==> src/rtl/topob_pack_pkg.sv <==
// Shared top-of-book word layout: field widths, bit offsets inside the two 64-bit beats,
// FSM state encoding and the record payload held between word0 and word1.
// topob_pack and topob_unpack both take their layout from this package.
package topob_pack_pkg;

  localparam int INST_ID_W = 16;
  localparam int PRICE_W   = 32;
  localparam int SIZE_W    = 16;
  localparam int TS_W      = 64;
  localparam int EXT_W     = 16;

  // Field offsets inside word0 / word1
  localparam int TOB_W0_INST_LSB  = 0;
  localparam int TOB_W0_BIDPX_LSB = 16;
  localparam int TOB_W0_BIDSZ_LSB = 48;
  localparam int TOB_W1_ASKPX_LSB = 0;
  localparam int TOB_W1_ASKSZ_LSB = 32;
  localparam int TOB_W1_EXT_LSB   = 48;

  typedef enum logic [1:0] {
    ST_IDLE = 2'd0,
    ST_W0   = 2'd1,
    ST_W1   = 2'd2
  } state_t;

  // Only the word1 payload needs holding; word0 goes straight into the output register.
  typedef struct packed {
    logic [EXT_W-1:0]   ext;
    logic [SIZE_W-1:0]  ask_sz;
    logic [PRICE_W-1:0] ask_px;
  } w1_hold_t;

  function automatic logic [63:0] tob_word0(input logic [INST_ID_W-1:0] inst,
                                            input logic [PRICE_W-1:0]   bid_px,
                                            input logic [SIZE_W-1:0]    bid_sz);
    logic [63:0] w;
    w = '0;
    w[TOB_W0_INST_LSB  +: INST_ID_W] = inst;
    w[TOB_W0_BIDPX_LSB +: PRICE_W]   = bid_px;
    w[TOB_W0_BIDSZ_LSB +: SIZE_W]    = bid_sz;
    return w;
  endfunction

  function automatic logic [63:0] tob_word1(input w1_hold_t h);
    logic [63:0] w;
    w = '0;
    w[TOB_W1_ASKPX_LSB +: PRICE_W] = h.ask_px;
    w[TOB_W1_ASKSZ_LSB +: SIZE_W]  = h.ask_sz;
    w[TOB_W1_EXT_LSB   +: EXT_W]   = h.ext;
    return w;
  endfunction

endpackage

==> src/rtl/topob_pack.sv <==
// Packs one top-of-book record into a two-beat 64-bit stream (word0, then word1 with last).
// Latency: input handshake at N -> word0 valid at N+1 -> word1 at N+2; 1 record / 2 cycles.
// Backpressure: outputs hold while out_ready is low; in_ready low in W0, follows out_ready in W1.
// Optional macro TOPOB_PACK_TS_EN: word1[63:48] carries in_ts[15:0]; otherwise zero.
module topob_pack
  import topob_pack_pkg::*;
#(
  parameter int CNT_W = 32
) (
  input  logic                 clk,
  input  logic                 rst,
  input  logic                 in_valid,
  output logic                 in_ready,
  input  logic [INST_ID_W-1:0] in_inst_id,
  input  logic [PRICE_W-1:0]   in_bid_px,
  input  logic [SIZE_W-1:0]    in_bid_sz,
  input  logic [PRICE_W-1:0]   in_ask_px,
  input  logic [SIZE_W-1:0]    in_ask_sz,
  input  logic [TS_W-1:0]      in_ts,
  output logic                 out_valid,
  input  logic                 out_ready,
  output logic [63:0]          out_data,
  output logic                 out_last,
  output logic [CNT_W-1:0]     rec_cnt
);

  state_t           state_q;
  w1_hold_t         hold_q;
  w1_hold_t         hold_d;
  logic             out_valid_q;
  logic             out_last_q;
  logic [63:0]      out_data_q;
  logic [63:0]      word0_d;
  logic [CNT_W-1:0] rec_cnt_q;
  logic [CNT_W-1:0] rec_cnt_d;
  logic             live_q;      // low until the first clock after reset release
  logic [EXT_W-1:0] ext_d;

`ifdef TOPOB_PACK_TS_EN
  logic unused_ts_hi;
  assign ext_d        = in_ts[EXT_W-1:0];
  assign unused_ts_hi = ^in_ts[TS_W-1:EXT_W];
`else
  logic unused_ts;
  assign ext_d     = '0;
  assign unused_ts = ^in_ts;
`endif

  assign hold_d    = '{ext: ext_d, ask_sz: in_ask_sz, ask_px: in_ask_px};
  assign word0_d   = tob_word0(in_inst_id, in_bid_px, in_bid_sz);
  assign rec_cnt_d = rec_cnt_q + CNT_W'(1);

  // Accept in IDLE, or in W1 when word1 leaves this cycle so the next record follows with no bubble.
  assign in_ready = ((state_q == ST_IDLE) && live_q) || ((state_q == ST_W1) && out_ready);

  assign out_valid = out_valid_q;
  assign out_data  = out_data_q;
  assign out_last  = out_last_q;
  assign rec_cnt   = rec_cnt_q;

  // Beat sequencer: capture record, present word0, then word1, count completed records.
  always_ff @(posedge clk or posedge rst) begin
    if (rst) begin
      state_q     <= ST_IDLE;
      hold_q      <= '0;
      out_valid_q <= 1'b0;
      out_last_q  <= 1'b0;
      out_data_q  <= '0;
      rec_cnt_q   <= '0;
      live_q      <= 1'b0;
    end else begin
      live_q <= 1'b1;
      case (state_q)
        ST_IDLE: begin
          if (in_valid && live_q) begin
            hold_q      <= hold_d;
            out_data_q  <= word0_d;
            out_valid_q <= 1'b1;
            out_last_q  <= 1'b0;
            state_q     <= ST_W0;
          end
        end
        ST_W0: begin
          if (out_ready) begin
            out_data_q <= tob_word1(hold_q);
            out_last_q <= 1'b1;
            state_q    <= ST_W1;
          end
        end
        ST_W1: begin
          if (out_ready) begin
            rec_cnt_q <= rec_cnt_d;
            if (in_valid) begin
              hold_q      <= hold_d;
              out_data_q  <= word0_d;
              out_valid_q <= 1'b1;
              out_last_q  <= 1'b0;
              state_q     <= ST_W0;
            end else begin
              out_valid_q <= 1'b0;
              out_last_q  <= 1'b0;
              state_q     <= ST_IDLE;
            end
          end
        end
        default: begin
          out_valid_q <= 1'b0;
          out_last_q  <= 1'b0;
          state_q     <= ST_IDLE;
        end
      endcase
    end
  end

endmodule
==> config.mk <==
export PLATFORM = sky130hd
export DESIGN_NAME = topob_pack
export DESIGN_NICKNAME = d
export VERILOG_FILES = /design/src/rtl/topob_pack_pkg.sv /design/src/rtl/topob_pack.sv
export SDC_FILE = /design/constraint.sdc
export NUM_CORES = 1
export LEC_CHECK = 0
export BUFFER_PORTS_ARGS = -buffer_cell sky130_fd_sc_hd__buf_2
export CAP_MARGIN = 20
export CORE_ASPECT_RATIO = 0.75
export CORE_MARGIN = 5
export CORE_UTILIZATION = 45
export CTS_CLUSTER_SIZE = 10
export DETAILED_ROUTE_END_ITERATION = 10
export PLACE_DENSITY = 0.77
export SLEW_MARGIN = 20
export SYNTH_ARGS = -nofsm -noshare
export SYNTH_HDL_FRONTEND = slang
export SYNTH_SLANG_ARGS = --single-unit
==> constraint.sdc <==
create_clock -name clk -period 5.1 [get_ports clk]
set_input_delay 0.51 -clock clk [delete_from_list [all_inputs] [get_ports clk]]
set_output_delay 0.51 -clock clk [all_outputs]
set_load 0.02 [all_outputs]
==> reports/summary.txt, run 1 <==
Most used DFF post-synth - dfrtp_1
I/O Pins - 279
Max-Cap Viols - 0
Comb power frac - 31.3%
DR iter-0 viols - 191
Finished Core Util - 59.3%
GPL Wtd Cong - 0.816
Max Fclk - 428 MHz
Synth Area in Adders - 0.202%
CP max-delay cell - dfrtp_1
Post-Syn Nets - 761
Post-synth EDFFs - 0
routed len/inst - 16.1 um
Crit Path Class - flop to primary output
post-route setup TNS - 0 ns
Sink Count - 148
post-synthesis average cell area - 10.7 um2
P_sw - 1.61 mW
port bufs - 214
RSZ-0062 raised after global routing - false
internal power - 2.93 mW
first-pass GRT wire length - 25,800 um
Chip Height - 112 um
CTS H-tree lvls - 4
Seq pwr share - 40.1%
routed vias/inst - 5.07
final hold vios - 0
fin crit share - 45.8%
Inserted Clock Buffers - 17
worst endpoint required time - 4.59 ns
CP Launch Type - flop
share of the yosys chip area belonging to registers - 59.7%
WHS - 0.264 ns
largest family of logic cells by synthesized area - simple AND/OR/NAND/NOR gates
area fraction in compound gates after synthesis - 5.53%
Synth Warn # - 0
post-route ant nets - 0
Hold Path Class - input pin to asynchronous set/reset pin
worst stage delay on the critical path - 0.60 ns
die width - 146 um
area growth from synthesis to layout - 30.2%
Max IR drop VDD - 0.356 mV
mapped cell area - 6200 um2
R2R cell count - 4
filler instances - 1,152
Yosys cell types - 36
Least-Margin Pin Slew - 0.879 ns
crit-path max FO - 10
PD cells - 562 nW/um2
leak pwr - 3.95 nW
most frequent cells in the layout - buf_2, dfrtp_1, nand2_1
vias - 4,941
relative slew slack - 41.4%
DRC errors left - 0
initial antenna violation count - 2
post-synthesis sequential element count - 148
most common cell after layout, fill and taps aside - buf_2
Worst Path Buf+Inv - 1
Post-DP HPWL - 10,900 um
Starting Density - 45.6%
Synth Area in XOR/XNOR - 4.38%
Crit path depth - 3
grt ovf - 0
FFs w/ async S/R, synth - 100%
clock latency on the worst-skew pair - 0.42 ns
Worst Path Arrival - 1.83 ns
share of cells above drive strength 1 - 36.4%
Worst Skew - 0.00947 ns
ANT cells - 0
via count of the first global-routing pass - 5,045
mux cell area share after synthesis - 9.11%
core area - 13,600 um2
sw frac - 35.4%
CTS tree - built
final std cells w/o fill - 975
Final Max Tran Viols - 0
largest net degree at the start of global routing - 98
clk slew on worst S/H paths - 0.06 ns
root buffer cell - clkbuf_16
row count - 37
Post-layout nets - 968
Syn Inst Count - 580
die area - 16,300 um2
drt pass-1 iters - 4
dpl cells - 942
fin crit period - 2.34 ns
outcome - complete, no violations
CTS Hold Buffers Added - 0
total power - 4.54 mW
post-CTS setup buffers - 0
crit-path cells - mux2i_2, nor2_1, buf_2
Simple-Gate Fraction of Synth Area - 18.2%
Worst setup EP type - primary output
delay-heaviest family, CP - flip-flops
clock power share - 28.6%
clock buffer depth - 2
Routed WL - 15,700 um
All-Layer GR Usage - 19.7%
PostCTS Resize Cnt - 0
Final setup viols - 0
==> cell type report <==
cell class                 count  area (um2)  area share [%]
inverter                       4        20.0           0.248
timing repair buffer         220        1150            14.2
clock inverter                12         154            1.91
multi-input combinational    396        2360            29.3
tap                          175         219            2.71
sequential                   148        3700            45.9
clock buffer                  20         467            5.78
==> final timing paths <==
check | startpoint | to | slack [ns]
min | rst | out_data[33] | 0.26
min reg2reg | out_data[58] | out_data[58] | 0.46
min in group clk | in_ask_px[8] | hold_q[8] | 0.31
max | state_q[1] | in_ready | 2.76
max reg2reg | state_q[1] | hold_q[24] | 2.79
max in group asynchronous | rst | hold_q[24] | 3.59
==> worst reg2reg max path, cell delays in order (launching register included) <==
cell	delay, ns
dfrtp_1	0.53
mux2i_2	0.31
nor2_4	0.46
buf_4	0.50
mux2_2	0.41
==> synthesized netlist by cell type (2+ instances only) <==
master | n | share of area, %
dfrtp_1 | 148 | 60
nand2_1 | 135 | 8.2
nor2_1 | 59 | 3.6
a31oi_1 | 50 | 5.0
nand3_1 | 33 | 2.7
mux2_2 | 29 | 5.3
xnor2_1 | 26 | 3.7
mux2_1 | 20 | 3.6
buf_2 | 16 | 1.3
clkbuf_1 | 12 | 0.73
nand4_1 | 10 | 1.0
and3_1 | 6 | 0.61
xor2_1 | 5 | 0.71
inv_1 | 4 | 0.24
nand2b_1 | 3 | 0.30
buf_6 | 2 | 0.36
nand4b_1 | 2 | 0.28
o22ai_1 | 2 | 0.20
==> flip-flops by register name, indices dropped and copies added (netlist names) <==
| name | flops |
|---|---|
| hold_q | 48 |
| state_q | 2 |
| out_valid | 1 |
| rec_cnt | 32 |
| live_q | 1 |
| out_data | 64 |
==> metrics by stage <==
step | area (um2) | worst slack, ns
2_1_floorplan | 6200 | 0.610
3_3_place_gp | 7420 | 2.62
3_5_place_dp | 7420 | 2.58
4_1_cts | 8040 | 2.62
5_1_grt | 8080 | 2.57
6_report | 8080 | 2.76
==> metal layers <==
layer | track usage [%] | part of all wire, % | routed length (um)
met5 | 0 | 0.12 | 19
met4 | 5.66 | 1.4 | 220
met3 | 8.46 | 8.0 | 1260
met2 | 29.7 | 45 | 7070
met1 | 26.1 | 45 | 7130
==> logic make-up (layout without fill, tap and decap cells) <==
logic type,after synthesis,count (layout)
flops,148,148
buf+inv,36,256
other cells,1,1
fa+ha+maj,1,1
mux,50,50
xor+xnor,31,31
compound gates,55,55
simple gates,258,258
==> power groups by stage <==
| stage | Combinational [mW] | Clock, mW | Sequential [mW] |
|---|---|---|---|
| 3_5_place_dp | 1.43 | 0 | 1.84 |
| 6_report | 1.42 | 1.30 | 1.82 |
| 5_1_grt | 1.55 | 1.37 | 1.88 |
| 3_3_place_gp | 1.40 | 0 | 1.82 |
| 4_1_cts | 1.43 | 1.32 | 1.82 |
| 2_1_floorplan | 0.611 | 0 | 2.14 |
No activity file was read; power rests on OpenSTA's default activity.
==> run 2, diff against run 1 <==
Clock period 5.1 ns to 2.4 ns, I/O delays scaled along.
==> reports/summary.txt, run 2 (synthesis results as in run 1) <==
Worst Skew - 0.0133 ns (was 0.00947 ns)
Post-layout nets - 973 (was 968)
area growth from synthesis to layout - 31.1% (was 30.2%)
routed len/inst - 15.7 um (was 16.1 um)
Finished Core Util - 59.8% (was 59.3%)
port bufs - 214 (unchanged)
CTS H-tree lvls - 4 (unchanged)
Setup crit start - state_q[1] (unchanged)
routed vias/inst - 5.14 (was 5.07)
Hold Path Class - input pin to flop (was input pin to asynchronous set/reset pin)
DR iter-0 viols - 211 (was 191)
via count of the first global-routing pass - 5,075 (was 5,045)
largest net degree at the start of global routing - 75 (was 98)
Final Max Tran Viols - 0 (unchanged)
Placed Area - 7530 um2 (was 7420 um2)
PD cells - 1180 nW/um2 (was 562 nW/um2)
relative slew slack - 57.3% (was 41.4%)
clock latency on the worst-skew pair - 0.42 ns (about the same)
share of cells above drive strength 1 - 36.6% (was 36.4%)
die area - 16,300 um2 (unchanged)
ANT cells - 0 (unchanged)
fin crit share - 82.5%
I/O Pins - 279 (unchanged)
root buffer cell - clkbuf_16 (unchanged)
Worst Path Arrival - 1.74 ns (was 1.83 ns)
Starting Density - 45.6% (unchanged)
initial antenna violation count - 1 (was 2)
row count - 37 (unchanged)
R2R Setup Slk - 0.46 ns (was 2.79 ns)
R2R cell count - 4 (unchanged)
Final Instance Area - 8140 um2 (was 8080 um2)
max FFs per register - 64 (unchanged)
Inserted Clock Buffers - 17 (unchanged)
min-delay src - in_ask_px[11]
Worst Hold Depth - 2
worst endpoint required time - 2.16 ns (was 4.59 ns)
Worst setup EP type - primary output (unchanged)
DRC errors left - 0 (unchanged)
GPL Wtd Cong - 0.781 (was 0.816)
worst r2r src - state_q[1] (unchanged)
crit-path max FO - 10 (unchanged)
Max Fclk - 505 MHz
most common cell after layout, fill and taps aside - buf_2 (unchanged)
Max IR drop VDD - 0.688 mV (was 0.356 mV)
Worst Hold End - hold_q[11]
post-route setup TNS - 0 ns (unchanged)
drt pass-1 iters - 4 (unchanged)
clock buffer depth - 2 (unchanged)
outcome - complete, no violations (unchanged)
pre-CTS setup slack - 0.452 ns (was 2.58 ns)
Post-DP HPWL - 10,700 um (was 10,900 um)
Final setup viols - 0 (unchanged)
post-route ant nets - 0 (unchanged)
RSZ-0062 raised after global routing - false (unchanged)
leak pwr - 3.97 nW (was 3.95 nW)
most frequent cells in the layout - buf_2, dfrtp_1, nand2_1 (unchanged)
Sink Count - 148 (unchanged)
Routed WL - 15,400 um (was 15,700 um)
Chip Height - 112 um (unchanged)
PostCTS Resize Cnt - 0 (unchanged)
final hold vios - 0 (unchanged)
CP Launch Type - flop (unchanged)
post-route setup slack - 0.419 ns (was 2.76 ns)
dpl cells - 947 (was 942)
All-Layer GR Usage - 19.2% (was 19.7%)
CTS tree - built (unchanged)
die width - 146 um (unchanged)
final std cells w/o fill - 980 (was 975)
Max-Cap Viols - 0 (unchanged)
grt ovf - 0 (unchanged)
first-pass GRT wire length - 25,700 um (was 25,800 um)
Crit Path Class - flop to primary output (unchanged)
worst reg2reg endpoint - rec_cnt[26] (was hold_q[24])
vias - 5,033 (was 4,941)
Least-Margin Pin Slew - 0.636 ns (was 0.879 ns)
fin crit period - 1.98 ns
clk slew on worst S/H paths - 0.07 ns (was 0.06 ns)
core area - 13,600 um2 (unchanged)
[run 2: worst max path at each step]
stage | end | slack, ns | cells after the start
after floorplan | hold_q[0] | 0.30 | 1
after global placement | rec_cnt[26] | 0.51 | 4
after detailed placement | rec_cnt[26] | 0.45 | 4
after CTS | in_ready | 0.40 | 3
after global routing | rec_cnt[26] | 0.29 | 4
final | in_ready | 0.42 | 3
[run 2: layout make-up]
cell class / count / area, um2
clock buffers: 18 / 439
clock inverters: 14 / 155
fillers: 1181 / 5480
inverters: 4 / 18.8
multi-input cells: 396 / 2360
flip-flops and latches: 148 / 3700
well taps: 175 / 219
repair buffers: 225 / 1240
[run 2: through the flow]
step / hold WS [ns] / total power, mW
after floorplan: 0.329 / 5.84
final: 0.0389 / 9.60
after detailed placement: 0.320 / 7.01
after global placement: 0.318 / 6.90
after CTS: 0.0211 / 9.72
after global routing: 0.0283 / 10.2
[run 2: routing by layer]
layer,track usage [%],vias to the layer above,wire length (um)
li1,-,2403,-
met1,25.7,2410,6770
met2,29.3,189,6940
met3,7.36,29,1380
met4,5.84,2,264
met5,0,-,11
[run 2: what timing repair did]
item / in CTS / in global routing
hold buffers: 1 / 0
setup buffers: 0 / 0
endpoints found under the hold margin: 20 / 0
[run 2: worst max-delay path, cell delays in order (launching register included)]
cell and delay, ns:
dfrtp_1 0.58, mux2i_2 0.49, nor2_1 0.08, buf_2 0.18
[run 2: power breakdown]
part | switching [mW] | total (mW) | internal, mW
combinational | 1.88 | 3.04 | 1.17
sequential | 0.500 | 3.88 | 3.38
clock | 1.17 | 2.68 | 1.51
==> run 3, diff against run 2 <==
Clock period 2.4 ns to 1.95 ns, I/O delays scaled along.
==> reports/summary.txt, run 3 (synthesis results as in run 1) <==
outcome - complete, no violations (unchanged)
Chip Height - 112 um (unchanged)
Reg area - 3700 um2 (unchanged)
relative slew slack - 63.3% (was 57.3%)
filler instances - 1,193 (was 1,181)
area growth from synthesis to layout - 35.2% (was 31.1%)
share of cells above drive strength 1 - 36.0% (was 36.6%)
Finished Core Util - 61.6% (was 59.8%)
GPL Wtd Cong - 0.799 (was 0.781)
post-route ant nets - 0 (unchanged)
leak pwr - 4.08 nW (was 3.97 nW)
vias - 5,096 (was 5,033)
CP Launch Type - flop (unchanged)
Least-Margin Pin Slew - 0.549 ns (was 0.636 ns)
max FFs per register - 64 (unchanged)
Inserted Clock Buffers - 17 (unchanged)
RSZ-0062 raised after global routing - false (unchanged)
DR iter-0 viols - 258 (was 211)
first-pass GRT wire length - 26,800 um (was 25,700 um)
routed vias/inst - 5.07 (was 5.14)
Placed Area - 7560 um2 (was 7530 um2)
CTS tree - built (unchanged)
die area - 16,300 um2 (unchanged)
Max Fclk - 540 MHz
largest net degree at the start of global routing - 65 (was 75)
most frequent cells in the layout - buf_2, dfrtp_1, nand2_1 (unchanged)
I/O Pins - 279 (unchanged)
Max IR drop VDD - 0.882 mV (was 0.688 mV)
area of the multi-input gates - 2360 um2 (unchanged)
fin crit period - 1.85 ns
clk slew on worst S/H paths - 0.07 ns (about the same)
CP max-delay cell - mux2i_2 (was dfrtp_1)
Hold Path Class - input pin to flop (unchanged)
R2R Setup Slk - 0.15 ns (was 0.46 ns)
Routed WL - 15,900 um (was 15,400 um)
DRC errors left - 0 (unchanged)
Sink Count - 148 (unchanged)
drt pass-1 iters - 4 (unchanged)
crit-path max FO - 5 (was 10)
clock latency on the worst-skew pair - 0.41 ns (was 0.42 ns)
Worst Skew - 0.0137 ns (was 0.0133 ns)
port bufs - 214 (unchanged)
fin crit share - 95.0%
All-Layer GR Usage - 20.0% (was 19.2%)
crit-path cells - mux2i_2, nor2_1, buf_2 (unchanged)
most common cell after layout, fill and taps aside - buf_2 (unchanged)
Post-layout nets - 998 (was 973)
PostCTS Resize Cnt - 0 (unchanged)
worst endpoint required time - 1.75 ns (was 2.16 ns)
grt ovf - 0 (unchanged)
total power - 12.0 mW (was 9.60 mW)
core area - 13,600 um2 (unchanged)
final hold vios - 0 (unchanged)
root buffer cell - clkbuf_16 (unchanged)
Starting Density - 45.6% (unchanged)
PD cells - 1430 nW/um2 (was 1180 nW/um2)
initial antenna violation count - 1 (unchanged)
via count of the first global-routing pass - 5,174 (was 5,075)
Crit Path Class - flop to primary output (unchanged)
Max-Cap Viols - 0 (unchanged)
Worst Path Arrival - 1.66 ns (was 1.74 ns)
post-CTS setup buffers - 0 (unchanged)
clock buffer depth - 2 (unchanged)
Worst setup EP type - primary output (unchanged)
Final Max Tran Viols - 0 (unchanged)
CTS H-tree lvls - 4 (unchanged)
Final setup viols - 0 (unchanged)
Post-DP HPWL - 10,900 um (was 10,700 um)
die width - 146 um (unchanged)
worst stage delay on the critical path - 0.52 ns (was 0.58 ns)
Final Instance Area - 8390 um2 (was 8140 um2)
ANT cells - 0 (unchanged)
routed len/inst - 15.8 um (was 15.7 um)
row count - 37 (unchanged)
==> run 3: area by class of cell <==
cell class	instances	area share [%]
sequential	148	44.1
multi-input combinational	396	28.1
timing repair buffer	250	17.5
clock buffer	20	5.44
tap	175	2.61
clock inverter	12	2.00
inverter	4	0.224
==> run 3: routing by layer <==
metal,track usage (%),part of all wire (%),up-vias,wire length (um)
met5,0,0.069,-,11
met4,5.16,1.1,2,182
met3,7.12,7.7,16,1230
met2,30.8,47,171,7440
met1,27.1,44,2462,7060
li1,-,-,2445,-
==> run 3: what timing repair did <==
action / 4_1_cts / 5_1_grt
endpoints found under the setup margin: 0 / 0
hold buffers: 21 / 0
hold endpoints to repair: 38 / 0
==> run 3: final timing paths <==
path	startpoint	depth (start not counted)	endpoint
min in group asynchronous	rst	3	out_data[28]
max in group asynchronous	rst	4	out_data[61]
max reg2reg	state_q[1]	5	out_data[41]
min	in_ask_px[7]	2	hold_q[7]
min reg2reg	out_data[52]	2	out_data[52]
max	state_q[1]	3	in_ready
==> run 3: per-stage QoR <==
stage | hold slack [ns] | cells | TNS, ns | setup slack, ns
floorplan | 0.284 | 580 | -15.69 | -0.106
global placement | 0.260 | 952 | 0 | 0.243
detailed placement | 0.261 | 952 | 0 | 0.195
CTS | 0.000150 | 1005 | 0 | 0.0831
global route | 0.00143 | 1005 | 0 | 0.0101
finish | 0.0140 | 1005 | 0 | 0.0975
==> run 3: where the power goes <==
group          internal, mW  switching [mW]  total [mW]  leakage, nW
Combinational          1.47            2.34        3.81         2.00
Clock                  2.11            1.31        3.42        0.296
Sequential             4.16           0.613        4.78         1.78
Total                  7.75            4.26        12.0         4.08
==> run 3: worst max-delay path: cells and delay by family, from the launching register on <==
family                 cells  cell delay, ns
muxes                      1            0.52
DFF                        1            0.49
buffers and inverters      1            0.18
and+or+nand+nor            1            0.07
